`src/rtl/bram_pkg.sv`:
```
// Shared defaults and pointer helpers for the 256x16 BRAM block and its FIFO controller.
package bram_pkg;

    localparam int BRAM_AW       = 8;
    localparam int BRAM_DW       = 16;
    localparam int BRAM_PF_DEPTH = 2;

    // The MSB is the wrap bit, so equal low bits mean either empty or full.
    typedef logic [BRAM_AW:0] ptr_t;

    function automatic logic ptr_full(input ptr_t wr, input ptr_t rd);
        return (wr[BRAM_AW] != rd[BRAM_AW]) && (wr[BRAM_AW-1:0] == rd[BRAM_AW-1:0]);
    endfunction

    function automatic logic ptr_empty(input ptr_t wr, input ptr_t rd);
        return wr == rd;
    endfunction

endpackage

```
`src/rtl/bram_prefetch_buf.sv`:
```
// Small register FIFO that holds read data returned by the BRAM and presents the FIFO head.
module bram_prefetch_buf
    import bram_pkg::*;
#(
    parameter int DEPTH = BRAM_PF_DEPTH,
    parameter int DW    = BRAM_DW,
    parameter int CW    = $clog2(DEPTH + 1)
) (
    input  logic          clk,
    input  logic          rst_n,
    input  logic          clear,
    input  logic          push,
    input  logic [DW-1:0] push_data,
    input  logic          pop,
    output logic [CW-1:0] count,
    output logic          valid,
    output logic [DW-1:0] head
);

    localparam int IW = (DEPTH > 1) ? $clog2(DEPTH) : 1;

    logic [DEPTH-1:0][DW-1:0] slots;
    logic [IW-1:0]            head_idx;
    logic [IW-1:0]            tail_idx;

    function automatic logic [IW-1:0] nxt(input logic [IW-1:0] i);
        return (i == IW'(DEPTH - 1)) ? '0 : i + 1'b1;
    endfunction

    assign valid = (count != '0);
    assign head  = slots[head_idx];

    // Ring buffer: write at tail, read at head; a push and pop together keep count.
    always_ff @(posedge clk or negedge rst_n) begin
        if (!rst_n) begin
            slots    <= '0;
            head_idx <= '0;
            tail_idx <= '0;
            count    <= '0;
        end else if (clear) begin
            head_idx <= '0;
            tail_idx <= '0;
            count    <= '0;
        end else begin
            if (push) begin
                slots[tail_idx] <= push_data;
                tail_idx        <= nxt(tail_idx);
            end
            if (pop) head_idx <= nxt(head_idx);
            count <= count + CW'(push) - CW'(pop);
        end
    end

    // The credit check upstream makes overflow impossible.
    a_no_overflow: assert property (@(posedge clk) disable iff (!rst_n)
        !(push && !pop && !clear && count == CW'(DEPTH)));

endmodule

```
`src/rtl/bram_fifo_ctrl.sv`:
```
// Ready/valid FIFO front-end for the explicit BRAM block, with read latency hidden by prefetch.
module bram_fifo_ctrl
    import bram_pkg::*;
#(
    parameter int AW       = BRAM_AW,
    parameter int DW       = BRAM_DW,
    parameter int PF_DEPTH = BRAM_PF_DEPTH
) (
    input  logic          clk,
    input  logic          rst_n,
    input  logic          clear,
    input  logic          wr_valid,
    output logic          wr_ready,
    input  logic [DW-1:0] wr_data,
    output logic          rd_valid,
    input  logic          rd_ready,
    output logic [DW-1:0] rd_data,
    output logic [AW+1:0] level,
    output logic          mem_wr_en,
    output logic [AW-1:0] mem_wr_addr,
    output logic [DW-1:0] mem_wr_data,
    output logic          mem_rd_en,
    output logic [AW-1:0] mem_rd_addr,
    input  logic [DW-1:0] mem_rd_data,
    input  logic          mem_rd_valid
);

    localparam int CW  = $clog2(PF_DEPTH + 1);
    // Discards can pile up across back-to-back clears while reads are still in flight.
    localparam int DCW = CW + 2;

    logic [AW:0]    wr_ptr, rd_ptr, commit_ptr, mem_cnt;
    logic [CW-1:0]  outstanding, pf_count;
    logic [DCW-1:0] discard;
    logic [AW+1:0]  level_q;
    logic [CW:0]    used;
    logic           ready_q, full, push, pop, issue, ret_keep, ret_drop;

    assign mem_cnt  = wr_ptr - rd_ptr;
    assign full     = (mem_cnt == {1'b1, {AW{1'b0}}});
    assign wr_ready = ready_q & ~full & ~clear;
    assign push     = wr_valid & wr_ready;
    assign pop      = rd_valid & rd_ready & ~clear;
    // A slot freed by this cycle's pop can already be re-used by this cycle's issue.
    assign used     = (CW+1)'(outstanding) + (CW+1)'(pf_count) - (CW+1)'(pop);
    assign issue    = ~clear & (commit_ptr != rd_ptr) & (used < (CW+1)'(PF_DEPTH));
    assign ret_drop = mem_rd_valid & (discard != '0);
    assign ret_keep = mem_rd_valid & (discard == '0);

    assign mem_wr_en   = push;
    assign mem_wr_addr = wr_ptr[AW-1:0];
    assign mem_wr_data = push ? wr_data : '0;
    assign mem_rd_en   = issue;
    assign mem_rd_addr = rd_ptr[AW-1:0];
    assign level       = level_q;

    // Holds wr_ready low through reset and raises it on the first clock afterwards.
    always_ff @(posedge clk or negedge rst_n) begin
        if (!rst_n) ready_q <= 1'b0;
        else        ready_q <= 1'b1;
    end

    // Pointers, read credits and level. commit_ptr takes the post-write pointer: the write
    // lands on this edge, so anything below it can be read from the next cycle on.
    always_ff @(posedge clk or negedge rst_n) begin
        if (!rst_n) begin
            wr_ptr      <= '0;
            rd_ptr      <= '0;
            commit_ptr  <= '0;
            outstanding <= '0;
            discard     <= '0;
            level_q     <= '0;
        end else if (clear) begin
            wr_ptr      <= '0;
            rd_ptr      <= '0;
            commit_ptr  <= '0;
            outstanding <= '0;
            discard     <= discard + DCW'(outstanding) - DCW'(mem_rd_valid);
            level_q     <= '0;
        end else begin
            wr_ptr      <= wr_ptr + (AW+1)'(push);
            commit_ptr  <= wr_ptr + (AW+1)'(push);
            rd_ptr      <= rd_ptr + (AW+1)'(issue);
            outstanding <= outstanding + CW'(issue) - CW'(ret_keep);
            discard     <= discard - DCW'(ret_drop);
            level_q     <= level_q + (AW+2)'(push) - (AW+2)'(pop);
        end
    end

    bram_prefetch_buf #(.DEPTH(PF_DEPTH), .DW(DW), .CW(CW)) u_pf (
        .clk       (clk),
        .rst_n     (rst_n),
        .clear     (clear),
        .push      (ret_keep),
        .push_data (mem_rd_data),
        .pop       (pop),
        .count     (pf_count),
        .valid     (rd_valid),
        .head      (rd_data)
    );

    // Every return must belong to a read we issued.
    a_ret_expected: assert property (@(posedge clk) disable iff (!rst_n)
        mem_rd_valid |-> (outstanding != '0 || discard != '0));

endmodule

```
`config.mk`:
```
export PLATFORM = sky130hd
export DESIGN_NAME = bram_fifo_ctrl
export DESIGN_NICKNAME = d
export VERILOG_FILES = /design/src/rtl/bram_pkg.sv /design/src/rtl/bram_prefetch_buf.sv /design/src/rtl/bram_fifo_ctrl.sv
export SDC_FILE = /design/constraint.sdc
export NUM_CORES = 1
export LEC_CHECK = 0
export ABC_AREA = 1
export BUFFER_PORTS_ARGS = -buffer_cell sky130_fd_sc_hd__buf_4
export CORE_ASPECT_RATIO = 2
export CORE_MARGIN = 1
export CORE_UTILIZATION = 50
export DETAILED_ROUTE_END_ITERATION = 8
export PLACE_DENSITY = 0.78
export RECOVER_POWER = 25
export SYNTH_ARGS = -nofsm -noshare
export SYNTH_HDL_FRONTEND = slang
export SYNTH_SLANG_ARGS = --single-unit
```
`constraint.sdc`:
```
create_clock -name clk -period 3.5 [get_ports clk]
set_clock_uncertainty 0.2 [all_clocks]
set_input_delay 0.7 -clock clk [delete_from_list [all_inputs] [get_ports clk]]
set_output_delay 0.7 -clock clk [all_outputs]
set_load 0.005 [all_outputs]
```
# ---- Word-level counts from Yosys, hierarchy flattened
# Index checks and enable logic that the tools add are counted.
# W data, S select, Z words.
dict set report totals {
  register_bits 71
  in_bits 38
  out_inout_bits 62
  wordCells 69
}
dict set report classes {
  n_addsub 16
  magnitude_cmp 4
  eq_ne 2
  mux 18
  n_bitwise 11
  reduce_logical 7
}
# cell n
set op_table {}
lappend op_table {{$mux W16} 4}
lappend op_table {{$bwmux W32} 1}
lappend op_table {{$add A9 B1 Y9} 2}
lappend op_table {{$mux W9} 2}
lappend op_table {{$demux W16 S1} 1}
lappend op_table {{$add A10 B1 Y10} 1}
lappend op_table {{$mux W10} 1}
lappend op_table {{$sub A10 B1 Y10} 1}
lappend op_table {{$and A1 B1 Y1} 9}
lappend op_table {{$eq A9 B9 Y1 const B} 1}
lappend op_table {{$ne A9 B9 Y1} 1}
lappend op_table {{$sub A9 B9 Y9} 1}
lappend op_table {{$sub A4 B1 Y4} 2}
lappend op_table {{$mux W1} 6}
lappend op_table {{$reduce_bool A2 Y1} 3}
lappend op_table {{$add A2 B1 Y2} 2}
lappend op_table {{$add A4 B2 Y4} 1}
lappend op_table {{$logic_not A4 Y1} 1}
lappend op_table {{$lt A1 B2 Y1 const B} 2}
lappend op_table {{$mux W2} 2}
lappend op_table {{$mux W4} 1}
lappend op_table {{$reduce_bool A4 Y1} 1}
lappend op_table {{$sub A2 B1 Y2} 2}
lappend op_table {{$add A2 B2 Y3} 1}
lappend op_table {{other kinds (7)} 9}

# ---- Logic depth before layout (Yosys ltp)
# Gate-level depths: netlist of the first run.
dict set report logic_depth {
  word_depth 9
  depth_mapped 25
  ltp_nobuf 24
}

# ---- By module
# From an unflattened synthesis of the first run, not the netlist that was laid out.
dict set report unflattened {
  cells_unflattened 564
  hier_area_um2 4733.3
}
# mod instances cells_each area_per_inst_um2 seq_area_each_um2
set modules_own_cells {}
lappend modules_own_cells {bram_fifo_ctrl 1 401 2925.3 875.8}
lappend modules_own_cells {bram_prefetch_buf 1 163 1808.0 900.9}

# ---- Worst setup path before layout of the first run
# No wires, ideal clock.
dict set report synth_path {
  kind {input port to flip-flop}
  start {input clear}
  end {register rd_ptr[8]}
  setup_time_ns 0.077
  arrival_time_ns 3.416
  t_required_ns 3.223
  slack_ns -0.193
  cell_stages 21
  path_buffers 2
  path_cell_list {clkbuf_8 -> clkbuf_1 -> nor2_1 -> ha_1 -> inv_1 -> nand2_1 -> fa_1 -> nand2_1 -> nor2_1 -> o211ai_1 -> inv_1 -> ha_1 -> ha_1 -> nand2_1 -> nor2_1 -> inv_1 -> nor2_1 -> nand3_1 -> nor2_1 -> o21ai_0 -> a21oi_1}
}
dict set report synth_via {
  elab_chain_len 7
  elab_cells_between_ends 8
  cone_classes {add/sub: 2; order compare: 1; mux: 1; bitwise: 4}
}
# element line
set synth_lines {}
lappend synth_lines {{start, declared} bram_fifo_ctrl.sv:11} ;# input logic clear,
lappend synth_lines {{$not A1 Y1 (no line) (*)} -}
lappend synth_lines {{$and A1 B1 Y1} bram_fifo_ctrl.sv:43} ;# assign pop = rd_valid & rd_ready & ~clear;
lappend synth_lines {{$sub A3 B1 Y3} bram_fifo_ctrl.sv:45} ;# assign used = (CW+1)'(outstanding) + (CW+1)'(pf_count) - (CW+1)'(pop);
lappend synth_lines {{$lt A3 B2 Y1} bram_fifo_ctrl.sv:46} ;# assign issue = ~clear & (commit_ptr != rd_ptr) & (used < (CW+1)'(PF_DEPTH));
lappend synth_lines {{$and A1 B1 Y1 (*)} bram_fifo_ctrl.sv:46}
lappend synth_lines {{named net mem_rd_en} bram_fifo_ctrl.sv:22} ;# output logic mem_rd_en,
lappend synth_lines {{$add A9 B1 Y9 (*)} bram_fifo_ctrl.sv:83} ;# rd_ptr <= rd_ptr + (AW+1)'(issue);
lappend synth_lines {{$mux W9 (*)} bram_fifo_ctrl.sv:73} ;# end else if (clear) begin
lappend synth_lines {{end signal, assigned} bram_fifo_ctrl.sv:83}
lappend synth_lines {{end, declared} bram_fifo_ctrl.sv:32} ;# logic [AW:0] wr_ptr, rd_ptr, commit_ptr, mem_cnt;
# The timed path passes the listed nets; every way through them passes the cells marked *.
# A chain may end at the register's enable or synchronous reset.

# ---- Worst setup path in the final report of the first run
dict set report layout_path {
  start {register u_pf.count[1]}
  end {output mem_rd_en}
}
dict set report layout_via {
  elab_chain_len 6
  elab_cells_between_ends 7
  cone_classes {add/sub: 2; order compare: 1; bitwise: 3; reduce/logical: 1}
}
# element line
set layout_lines {}
lappend layout_lines {{start, declared} bram_prefetch_buf.sv:15} ;# output logic [CW-1:0] count,
lappend layout_lines {{start signal, assigned} bram_prefetch_buf.sv:50} ;# count <= count + CW'(push) - CW'(pop);
lappend layout_lines {{$reduce_bool A2 Y1} bram_prefetch_buf.sv:30} ;# assign valid = (count != '0);
lappend layout_lines {{$and A1 B1 Y1 (2 in a row)} bram_fifo_ctrl.sv:43}
lappend layout_lines {{$sub A3 B1 Y3 (*)} bram_fifo_ctrl.sv:45}
lappend layout_lines {{$lt A3 B2 Y1 (*)} bram_fifo_ctrl.sv:46}
lappend layout_lines {{$and A1 B1 Y1 (*)} bram_fifo_ctrl.sv:46}
lappend layout_lines {{end, declared} bram_fifo_ctrl.sv:22}
# Every way passes the cells marked *; elsewhere a longest branch is shown, timed or not.

==> run_results.csv, run 1 <==
group,metric,value,unit
status,status,"finished, violations left",
status,violations,"max-capacitance violations, max-slew violations",
cts,cts_tree,"yes",
yosys,ys.flop_type,"dfrtp_1",
yosys,synthCells,594,
cts,clkSinkCount,71,
power_and_ir_drop,switching_power,1.295,mW
worst_setup_path,critPathMaxFanout,2,
worst_setup_path,r2r_cells,22,
route,drc_errors,0,
layout,final_nets,778,
layout,antenna_cells,0,
worst_setup_path,timing.rr.end,"level[6]$_DFF_PN0_",
timing,slew_headroom,-17.36,%
yosys,syn_nets,670,
floorplanning,die_w,68.55,µm
worst_setup_path,worstSetupPathType,"reg -> out",
worst_setup_path,worst_setup_path_end_kind,"primary output",
layout,area_growth,31.55,%
yosys,synth.top_cells.by_count,"nand2_1 (149), inv_1 (109), dfrtp_1 (71)",
timing,hold_viol,0,
yosys,synth_edf_count,0,
worst_setup_path,r2r_setup_slack,0.20,ns
worst_setup_path,r2r_start,"rd_ptr[0]$_DFF_PN0_",
yosys,ys_ff_latch,71,
worst_setup_path,cpPeakStageDelay,0.51,ns
worst_setup_path,path_cells,"inv_2 -> nand2_2 -> nand2_2 -> nor2_4 -> ha_4 -> inv_2 -> nand2_1 -> fa_2 -> nand2_1 -> nor2_1 -> o211ai_1 -> inv_1 -> buf_4 -> buf_4",
power_and_ir_drop,seq_power_share,31.3,%
floorplanning,dieArea,9261,µm²
yosys,seq_area_frac_synth,40.11,%
min_path,hp-start,"u_pf.slots[3]$_DFFE_PN0P_",
worst_setup_path,path_delay_family,"adder cells",
cts,clk_latency,0.33,ns
global_routing,grt_pass1_wl,17.06,mm
place,dpl.hpwl,8.135,mm
timing,min_period_over_period,95.57,%
power_and_ir_drop,internal_power,2.377,mW
yosys,syn_avg_cell_area,7.457,µm²
yosys,synth_area,4429,µm²
worst_setup_path,slowest_stage,"fa_2",
timing,finalSetupViolations,0,
power_and_ir_drop,comb_power_share,41.5,%
route,drt_pass1_iterations,4,
global_routing,grt_pass1_vias,3916,
yosys,synth_async_sr_flop_share,100.0,%
worst_setup_path,cp-start-kind,"flop",
worst_setup_path,crit_arrival,2.44,ns
global_routing,antenna_found_initial,0,
place,dp_cells,786,
layout,drive_above_1_share,25.74,%
floorplanning,io_pins,100,
cts,clockBufferDepth,2,
cts,cts_root_buf,"clkbuf_16",
cts,cts_max_level,3,
yosys,synthTopCellsByArea,"dfrtp_1 (40%), nand2_1 (13%), ha_1 (9.9%)",
yosys,yosysMostFrequentCell,"nand2_1",
global_routing,grt_use_total,25.11,%
floorplanning,initial_utilization,51.57,%
place,port_buffers,99,
floorplanning,fp.coreArea,8588,µm²
layout,instances_no_fill,807,
place,dpl_cell_area,5319,µm²
power_and_ir_drop,p_leak,3.244,nW
timing,slew_violations,72,
flow_run,timing.max_cap.violations,1,
yosys,synth_top_area_share,40.11,%
route,drtIter0Drc,183,
route,ant_nets,0,
worst_setup_path,critPathBufInv,5,
timing,fin_crit,3.345,ns
floorplanning,rows,48,
worst_setup_path,critPathRequiredTime,2.60,ns
power_and_ir_drop,p_sw_share,35.27,%
route,viasPerCell,5.058,
min_path,hp-class,"reg -> reg",
timing,worst_slew_pin_slew,1.760,ns
min_path,min_path_cells,2,
yosys,synth_cell_types,30,
power_and_ir_drop,vdd_drop_max,0.0005490,V
place,place.gp.congestion,0.8188,
global_routing,grt_overflow_total,0,
cts,cts_hold_buf,0,
route,wire_per_inst,13.51,µm
route,drt_wl_total,10.91,mm
timing,clock.fmax,299.0,MHz
route,via_count,4082,
yosys,synth_largest_area_cell,"dfrtp_1",
power_and_ir_drop,pwr-share-clk,27.2,%
min_path,hold_end,"u_pf.slots[3]$_DFFE_PN0P_",
layout,final_cell_area,5827,µm²
cts,cts_buffers,9,
cts,cts.clk_slew.worst_paths,0.05,ns
power_and_ir_drop,p_per_area,630.2,nW/µm²
floorplanning,die_h,135.1,µm
yosys,yosysWarnings,0,
global_routing,grt_max_degree,72,
## area by class of cell
cell class              count  area (µm²)
inverters                 110       412.9
flip-flops and latches     71        1779
fillers                   698        2761
clock inverters             5       78.83
repair buffers            128       958.4
multi-input cells         382        2220
clock buffers              11       252.7
well taps                 100       125.1
## flip-flops by register name, summed over array words and instances (netlist names)
| register | flops |
|---|---|
| ready_q | 1 |
| level | 10 |
| u_pf.tail_idx | 1 |
| rd_ptr | 9 |
| outstanding | 2 |
| u_pf.head_idx | 1 |
| u_pf.count | 2 |
| discard | 4 |
| commit_ptr | 9 |
| u_pf.slots | 32 |
## tightest hold or removal path, delay by kind of cell, from the launching register on
family             cells  cell delay [ns]
DFF                    1             0.34
AOI/OAI and AO/OA      1             0.06
and+or+nand+nor        1             0.05
## cells in the final DEF (no fill, tap or decap), types with 5 or more instances in the layout
master,Yosys,routed
a21oi_1,28,25
buf_4,16,127
clkbuf_16,0,9
dfrtp_1,71,69
ha_1,35,24
ha_4,0,9
inv_1,109,105
nand2_1,149,144
nand2_2,0,5
nand3_1,21,21
nand4_1,5,5
nor2_1,59,52
nor2_2,1,6
o21ai_0,55,54
xnor2_1,6,6
## per-stage QoR
stage	hold WS [ns]	setup slack (ns)	util, %	power (mW)	TNS [ns]
6_report	0.2854	0.1552	67.85	3.672	0
5_1_grt	0.3020	-0.07296	67.85	3.982	-0.1230
4_1_cts	0.2869	0.03642	65.79	3.665	0
3_5_place_dp	0.2730	-0.08765	61.93	2.649	-0.08765
3_3_place_gp	0.2649	-0.006097	61.93	2.571	-0.006097
2_1_floorplan	0.2044	0.003962	-	2.100	0
## power groups by stage
stage | clock network, mW | logic (mW) | registers, mW
2_1_floorplan | 0 | 0.974 | 1.13
3_3_place_gp | 0 | 1.42 | 1.15
3_5_place_dp | 0 | 1.49 | 1.16
4_1_cts | 1.02 | 1.50 | 1.15
5_1_grt | 1.06 | 1.75 | 1.17
6_report | 1.00 | 1.52 | 1.15
## cell families (layout without fill, tap and decap cells)
family | Yosys count | count (layout) | share of synthesized area (%)
DFF | 71 | 71 | 40.11
adders and majority gates | 38 | 38 | 11.24
buffers and inverters | 141 | 254 | 13.70
AOI/OAI and AO/OA | 93 | 93 | 11.07
xor gates and xnor gates | 8 | 8 | 1.582
and+or+nand+nor | 241 | 241 | 21.98
muxes | 1 | 1 | 0.2260
other | 1 | 1 | 0.08466
## worst max-delay path by stage
stage	to	startpoint	depth (start not counted)
floorplan	rd_ptr[8]$_DFF_PN0_	clear	21
global placement	rd_ptr[8]$_DFF_PN0_	rd_ready	21
detailed placement	rd_ptr[8]$_DFF_PN0_	rd_ready	22
CTS	mem_rd_en	u_pf.count[1]$_DFF_PN0_	13
global route	commit_ptr[8]$_DFF_PN0_	commit_ptr[0]$_DFF_PN0_	25
finish	mem_rd_en	u_pf.count[1]$_DFF_PN0_	14
## metal layers
| layer | vias to the layer above | share of wire, % | routed length (µm) | global-route usage [%] |
|---|---|---|---|---|
| li1 | 2045 | - | - | - |
| met1 | 1928 | 37 | 4018 | 24.79 |
| met2 | 90 | 57 | 6239 | 46.90 |
| met3 | 19 | 3.3 | 360 | 3.801 |
| met4 | 0 | 2.6 | 288 | 13.31 |
| met5 | - | 0 | 0 | 0 |
## timing repair
item	CTS	global route
setup endpoints to repair	0	11
gates resized for setup	0	32
setup buffers	0	5
Note: power is estimated with default switching activity, not from simulation.
==> run 2: changes to the inputs <==
- RECOVER_POWER: 25 -> not set
==> run 2 against run 1 <==
  * The flow now finishes without violations
  * Hold slack unchanged
  * Total power about the same
  * Flip-flop and latch count is the same
  * Cell area hardly changed
  * Register-to-register slack hardly changed
  * Non-clock buffer count unchanged
  * Maximum frequency is the same
  * Sequential share of layout area about the same
  * Global-route usage did not move
  * Clock-buffer cell count did not move
  * Via count unchanged
  * Critical endpoint unchanged
  * Largest cell class unchanged
==> run_results.csv, run 2 (synthesis results as in run 1) <==
group,metric,value,unit
layout,area_growth,31.61,%
cts,cts_hold_buf,0,
layout,final_cell_area,5829,µm²
layout,final_nets,778,
timing,slew_headroom,37.93,%
floorplanning,die_h,135.1,µm
global_routing,grt_pass1_vias,3916,
floorplanning,initial_utilization,51.57,%
place,dpl_cell_area,5319,µm²
cts,clkSinkCount,71,
worst_setup_path,crit_arrival,2.44,ns
layout,largest_reg_flops,32,
floorplanning,rows,48,
cts,cts_buffers,9,
floorplanning,fp.coreArea,8588,µm²
cts,clk_latency,0.33,ns
timing,finalSetupViolations,0,
route,viasPerCell,5.058,
worst_setup_path,critPathRequiredTime,2.60,ns
timing,worst_slew_pin_slew,0.9288,ns
flow_run,timing.max_cap.violations,0,
place,place.gp.congestion,0.8188,
worst_setup_path,critPathMaxFanout,2,
power_and_ir_drop,p_leak,3.244,nW
timing,fin_crit,3.345,ns
power_and_ir_drop,vdd_drop_max,0.0005489,V
layout,multi_input_area,2220,µm²
timing,min_period_over_period,95.57,%
power_and_ir_drop,p_per_area,630.0,nW/µm²
global_routing,antenna_found_initial,0,
layout,top_register,"u_pf.slots",
cts,cts_tree,"yes",
global_routing,grt_pass1_wl,17.06,mm
cts,clockBufferDepth,2,
route,wire_per_inst,13.51,µm
route,drc_errors,0,
worst_setup_path,cp-start-kind,"flop",
layout,regArea,1779,µm²
timing,whs,0.2854,ns
layout,most-common-layout-cells,"nand2_1 (144), buf_4 (128), inv_1 (105)",
cts,cts.clk_slew.worst_paths,0.06,ns
layout,fill_cells,697,
worst_setup_path,worst_setup_path_end_kind,"primary output",
timing,hold_viol,0,
route,drtIter0Drc,183,
route,ant_nets,0,
cts,cts_root_buf,"clkbuf_16",
status,status,"finished clean",
global_routing,grt_use_total,25.11,%
floorplanning,die_w,68.55,µm
place,port_buffers,99,
layout,final_common_cell,"nand2_1",
layout,antenna_cells,0,
layout,drive_above_1_share,25.74,%
global_routing,grt_overflow_total,0,
min_path,hp-class,"in -> async",
floorplanning,io_pins,100,
place,dpl.hpwl,8.135,mm
route,via_count,4082,
floorplanning,dieArea,9261,µm²
cts,cts_max_level,3,
timing,slew_violations,0,
worst_setup_path,worstSetupPathType,"reg -> out",
route,drt_pass1_iterations,4,
route,drt_wl_total,10.91,mm
global_routing,grt_max_degree,72,
power_and_ir_drop,total_power,3.672,mW
timing,clock.fmax,299.0,MHz
==> run 2: cell types whose count changed in the layout (fill, tap and decap cells not counted) <==
cell      previous run  this run
buf_4              127       128
clkbuf_2             1         0
==> run 2: cell type report <==
class	instances	area share [%]
clock buffers	11	4.336
clock inverters	5	1.352
inverters	110	7.083
multi-input cells	382	38.08
flip-flops and latches	71	30.52
well taps	100	2.146
repair buffers	128	16.48
==> run 2: critical path: stages, from the launching register on <==
cell,delay (ns)
dfrtp_1,0.37
inv_2,0.05
nand2_2,0.09
nand2_2,0.08
nor2_4,0.12
ha_4,0.21
inv_2,0.05
nand2_1,0.06
fa_2,0.51
nand2_1,0.05
nor2_1,0.08
o211ai_1,0.09
inv_1,0.12
buf_4,0.13
buf_4,0.10
==> run 2: what timing repair did <==
item	4_1_cts	5_1_grt
gates resized for setup	0	32
endpoints found under the setup margin	0	11
setup buffers	0	5
==> run 2: path summary, 6_finish.rpt <==
path	start	to	slack, ns	cells after the start
max	u_pf.count[1]$_DFF_PN0_	mem_rd_en	0.16	14
min	rst_n	u_pf.slots[1]$_DFFE_PN0P_	0.29	1
max reg2reg	rd_ptr[0]$_DFF_PN0_	level[6]$_DFF_PN0_	0.20	22
min reg2reg	u_pf.slots[3]$_DFFE_PN0P_	u_pf.slots[3]$_DFFE_PN0P_	0.29	2
max in group asynchronous	rst_n	commit_ptr[1]$_DFF_PN0_	2.16	1
min in group clk	u_pf.slots[3]$_DFFE_PN0P_	u_pf.slots[3]$_DFFE_PN0P_	0.29	2
==> run 2: per-stage QoR <==
step	TNS, ns	cells	setup slack [ns]	util [%]
after floorplan	0	594	0.003962	-
after global placement	-0.006097	786	-0.006097	61.93
after detailed placement	-0.08765	786	-0.08765	61.93
after CTS	0	802	0.03642	65.79
after global routing	-0.1230	807	-0.07296	67.88
final	0	807	0.1552	67.88
==> run 2: power breakdown <==
group          total, mW  switching [mW]  internal, mW
sequential          1.15           0.129          1.02
clock               1.00           0.338         0.662
combinational       1.52           0.828         0.696
==> run 2: layer usage <==
layer  GRT usage, %  share of wire (%)  vias up
met5              0                  0        -
met3          3.801                3.3       19
li1               -                  -     2045
met4          13.31                2.6        0
met2          46.90                 57       90
met1          24.79                 37     1928
==> run 3: changes to the inputs <==
- BUFFER_PORTS_ARGS: -buffer_cell sky130_fd_sc_hd__buf_4 -> not set
- DONT_BUFFER_PORTS: not set -> 1
- PLACE_DENSITY: 0.78 -> not set
- PLACE_DENSITY_LB_ADDON: not set -> 0.2
==> run 3 against run 2 <==
  * Critical path type unchanged
  * Worst setup slack got worse by 0.065 ns
  * Combinational power fell by 16%
  * Largest cell class unchanged
  * Routed wire length fell by 5.3%
  * Hold slack got worse by 0.24 ns
  * Sequential share of layout area rose by 4.5 points
  * Clock power fell by 14%
  * Final cell count fell by 12%
  * Maximum frequency fell by 1.9%
==> run_results.csv, run 3 (synthesis results as in run 1) <==
group,metric,value,unit
timing,slew_headroom,34.57,%
cts,clk_latency,0.33,ns
power_and_ir_drop,p_per_area,648.6,nW/µm²
cts,clkSinkCount,71,
place,pre_cts_ws,-0.06890,ns
route,drt_wl_total,10.33,mm
floorplanning,die_w,68.55,µm
cts,cts.clk_slew.worst_paths,0.05,ns
global_routing,grt_pass1_vias,3526,
timing,worst_slew_pin_slew,0.9790,ns
route,drt_pass1_iterations,4,
layout,final_common_cell,"nand2_1",
floorplanning,initial_utilization,51.57,%
global_routing,grt_pass1_wl,15.73,mm
worst_setup_path,worstSetupPathType,"reg -> out",
worst_setup_path,crit_arrival,2.51,ns
layout,final_nets,681,
layout,most-common-layout-cells,"nand2_1 (142), inv_1 (102), dfrtp_1 (71)",
power_and_ir_drop,vdd_drop_max,0.0004098,V
timing,min_period_over_period,97.42,%
global_routing,grt_use_total,23.50,%
layout,drive_above_1_share,13.61,%
timing,rsz0062_at_grt,"yes",
power_and_ir_drop,total_power,3.292,mW
route,drc_errors,0,
status,status,"finished clean",
floorplanning,io_pins,100,
place,port_buffers,0,
min_path,hp-class,"in -> async",
cts,cts_root_buf,"clkbuf_16",
power_and_ir_drop,p_leak,2.742,nW
place,dpl_cell_area,4583,µm²
cts,cts_buffers,9,
floorplanning,fp.coreArea,8588,µm²
layout,largest_reg_flops,32,
cts,clockBufferDepth,2,
timing,whs,0.04873,ns
global_routing,grt_overflow_total,0,
floorplanning,die_h,135.1,µm
timing,clock.fmax,293.3,MHz
cts,cts_tree,"yes",
place,place.gp.congestion,0.9136,
floorplanning,dieArea,9261,µm²
global_routing,antenna_found_initial,0,
route,via_count,3682,
timing,fin_crit,3.410,ns
cts,cts_max_level,3,
worst_setup_path,critPathRequiredTime,2.60,ns
layout,antenna_cells,0,
route,viasPerCell,5.186,
worst_setup_path,critPathMaxFanout,2,
layout,final_cell_area,5076,µm²
worst_setup_path,cp-start-kind,"flop",
route,wire_per_inst,14.54,µm
layout,top_register,"u_pf.slots",
worst_setup_path,worst_setup_path_end_kind,"primary output",
layout,area_growth,14.60,%
floorplanning,rows,48,
flow_run,timing.max_cap.violations,0,
route,ant_nets,0,
timing,hold_viol,0,
global_routing,grt_max_degree,72,
timing,finalSetupViolations,0,
place,dpl.hpwl,7.806,mm
timing,slew_violations,0,
route,drtIter0Drc,177,
timing,setup_ws,0.09020,ns
==> run 3: cell count changes in the layout (fill, tap and decap cells not counted), sizes merged <==
cell    previous run  this run
bufinv             2         0
buf              128        31
clkbuf            11        14
inv              110       109
==> run 3: metal layers <==
layer | routed length [µm] | up-vias | global-route usage [%]
met2 | 5751 | 102 | 44.66
li1 | - | 1853 | -
met3 | 511 | 29 | 5.828
met1 | 3584 | 1698 | 20.66
met5 | 0 | - | 0
met4 | 480 | 0 | 13.08
==> run 3: repair_timing <==
item | 4_1_cts | 5_1_grt
pin swaps | 0 | 10
setup endpoints to repair | 1 | 8
endpoints found under the hold margin | 71 | 0
buffers inserted | 0 | 5
gates resized for setup | 1 | 31
hold buffers | 1 | 0
==> run 3: area by class of cell <==
class / count / area, µm²
Inverter: 110 / 412.9
Clock inverter: 2 / 13.76
Sequential cell: 71 / 1777
Timing Repair Buffer: 31 / 252.7
Multi-Input combinational cell: 382 / 2221
Clock buffer: 14 / 274.0
Fill cell: 794 / 3512
Tap cell: 100 / 125.1
==> run 3: final timing paths <==
path	endpoint	cells after the start	start	slack, ns
setup reg to reg	level[6]$_DFF_PN0_	21	commit_ptr[1]$_DFF_PN0_	0.20
hold reg to reg	u_pf.slots[10]$_DFFE_PN0P_	2	u_pf.slots[10]$_DFFE_PN0P_	0.28
hold / removal	level[8]$_DFF_PN0_	1	rst_n	0.05
max in group asynchronous	outstanding[1]$_DFF_PN0_	1	rst_n	2.74
setup / recovery	mem_rd_en	14	u_pf.count[1]$_DFF_PN0_	0.09
min in group clk	commit_ptr[1]$_DFF_PN0_	1	clear	0.23
==> run 3: through the flow <==
stage	util [%]	instances	TNS (ns)
floorplan	-	594	0
global placement	53.37	688	0
detailed placement	53.37	688	-0.08520
CTS	57.04	705	0
global route	59.11	710	-0.1023
finish	59.11	710	0
==> run 3: critical path, cell delays in order (launching register included) <==
cell and delay [ns]:
dfrtp_1 0.37, inv_2 0.05, nand2_2 0.08, nand2_2 0.09, nor2_4 0.14, ha_4 0.22, inv_2 0.06, nand2_2 0.05
fa_1 0.54, nand2_1 0.06, nor2_1 0.08, o211ai_1 0.09, inv_1 0.11, buf_4 0.12, buf_4 0.11
==> run 3: power breakdown <==
part	leakage [nW]	switching (mW)	internal (mW)	total (mW)
Sequential	0.951	0.133	1.02	1.15
Clock	0.143	0.326	0.538	0.864
Combinational	1.65	0.769	0.508	1.28
Total	2.74	1.23	2.06	3.29
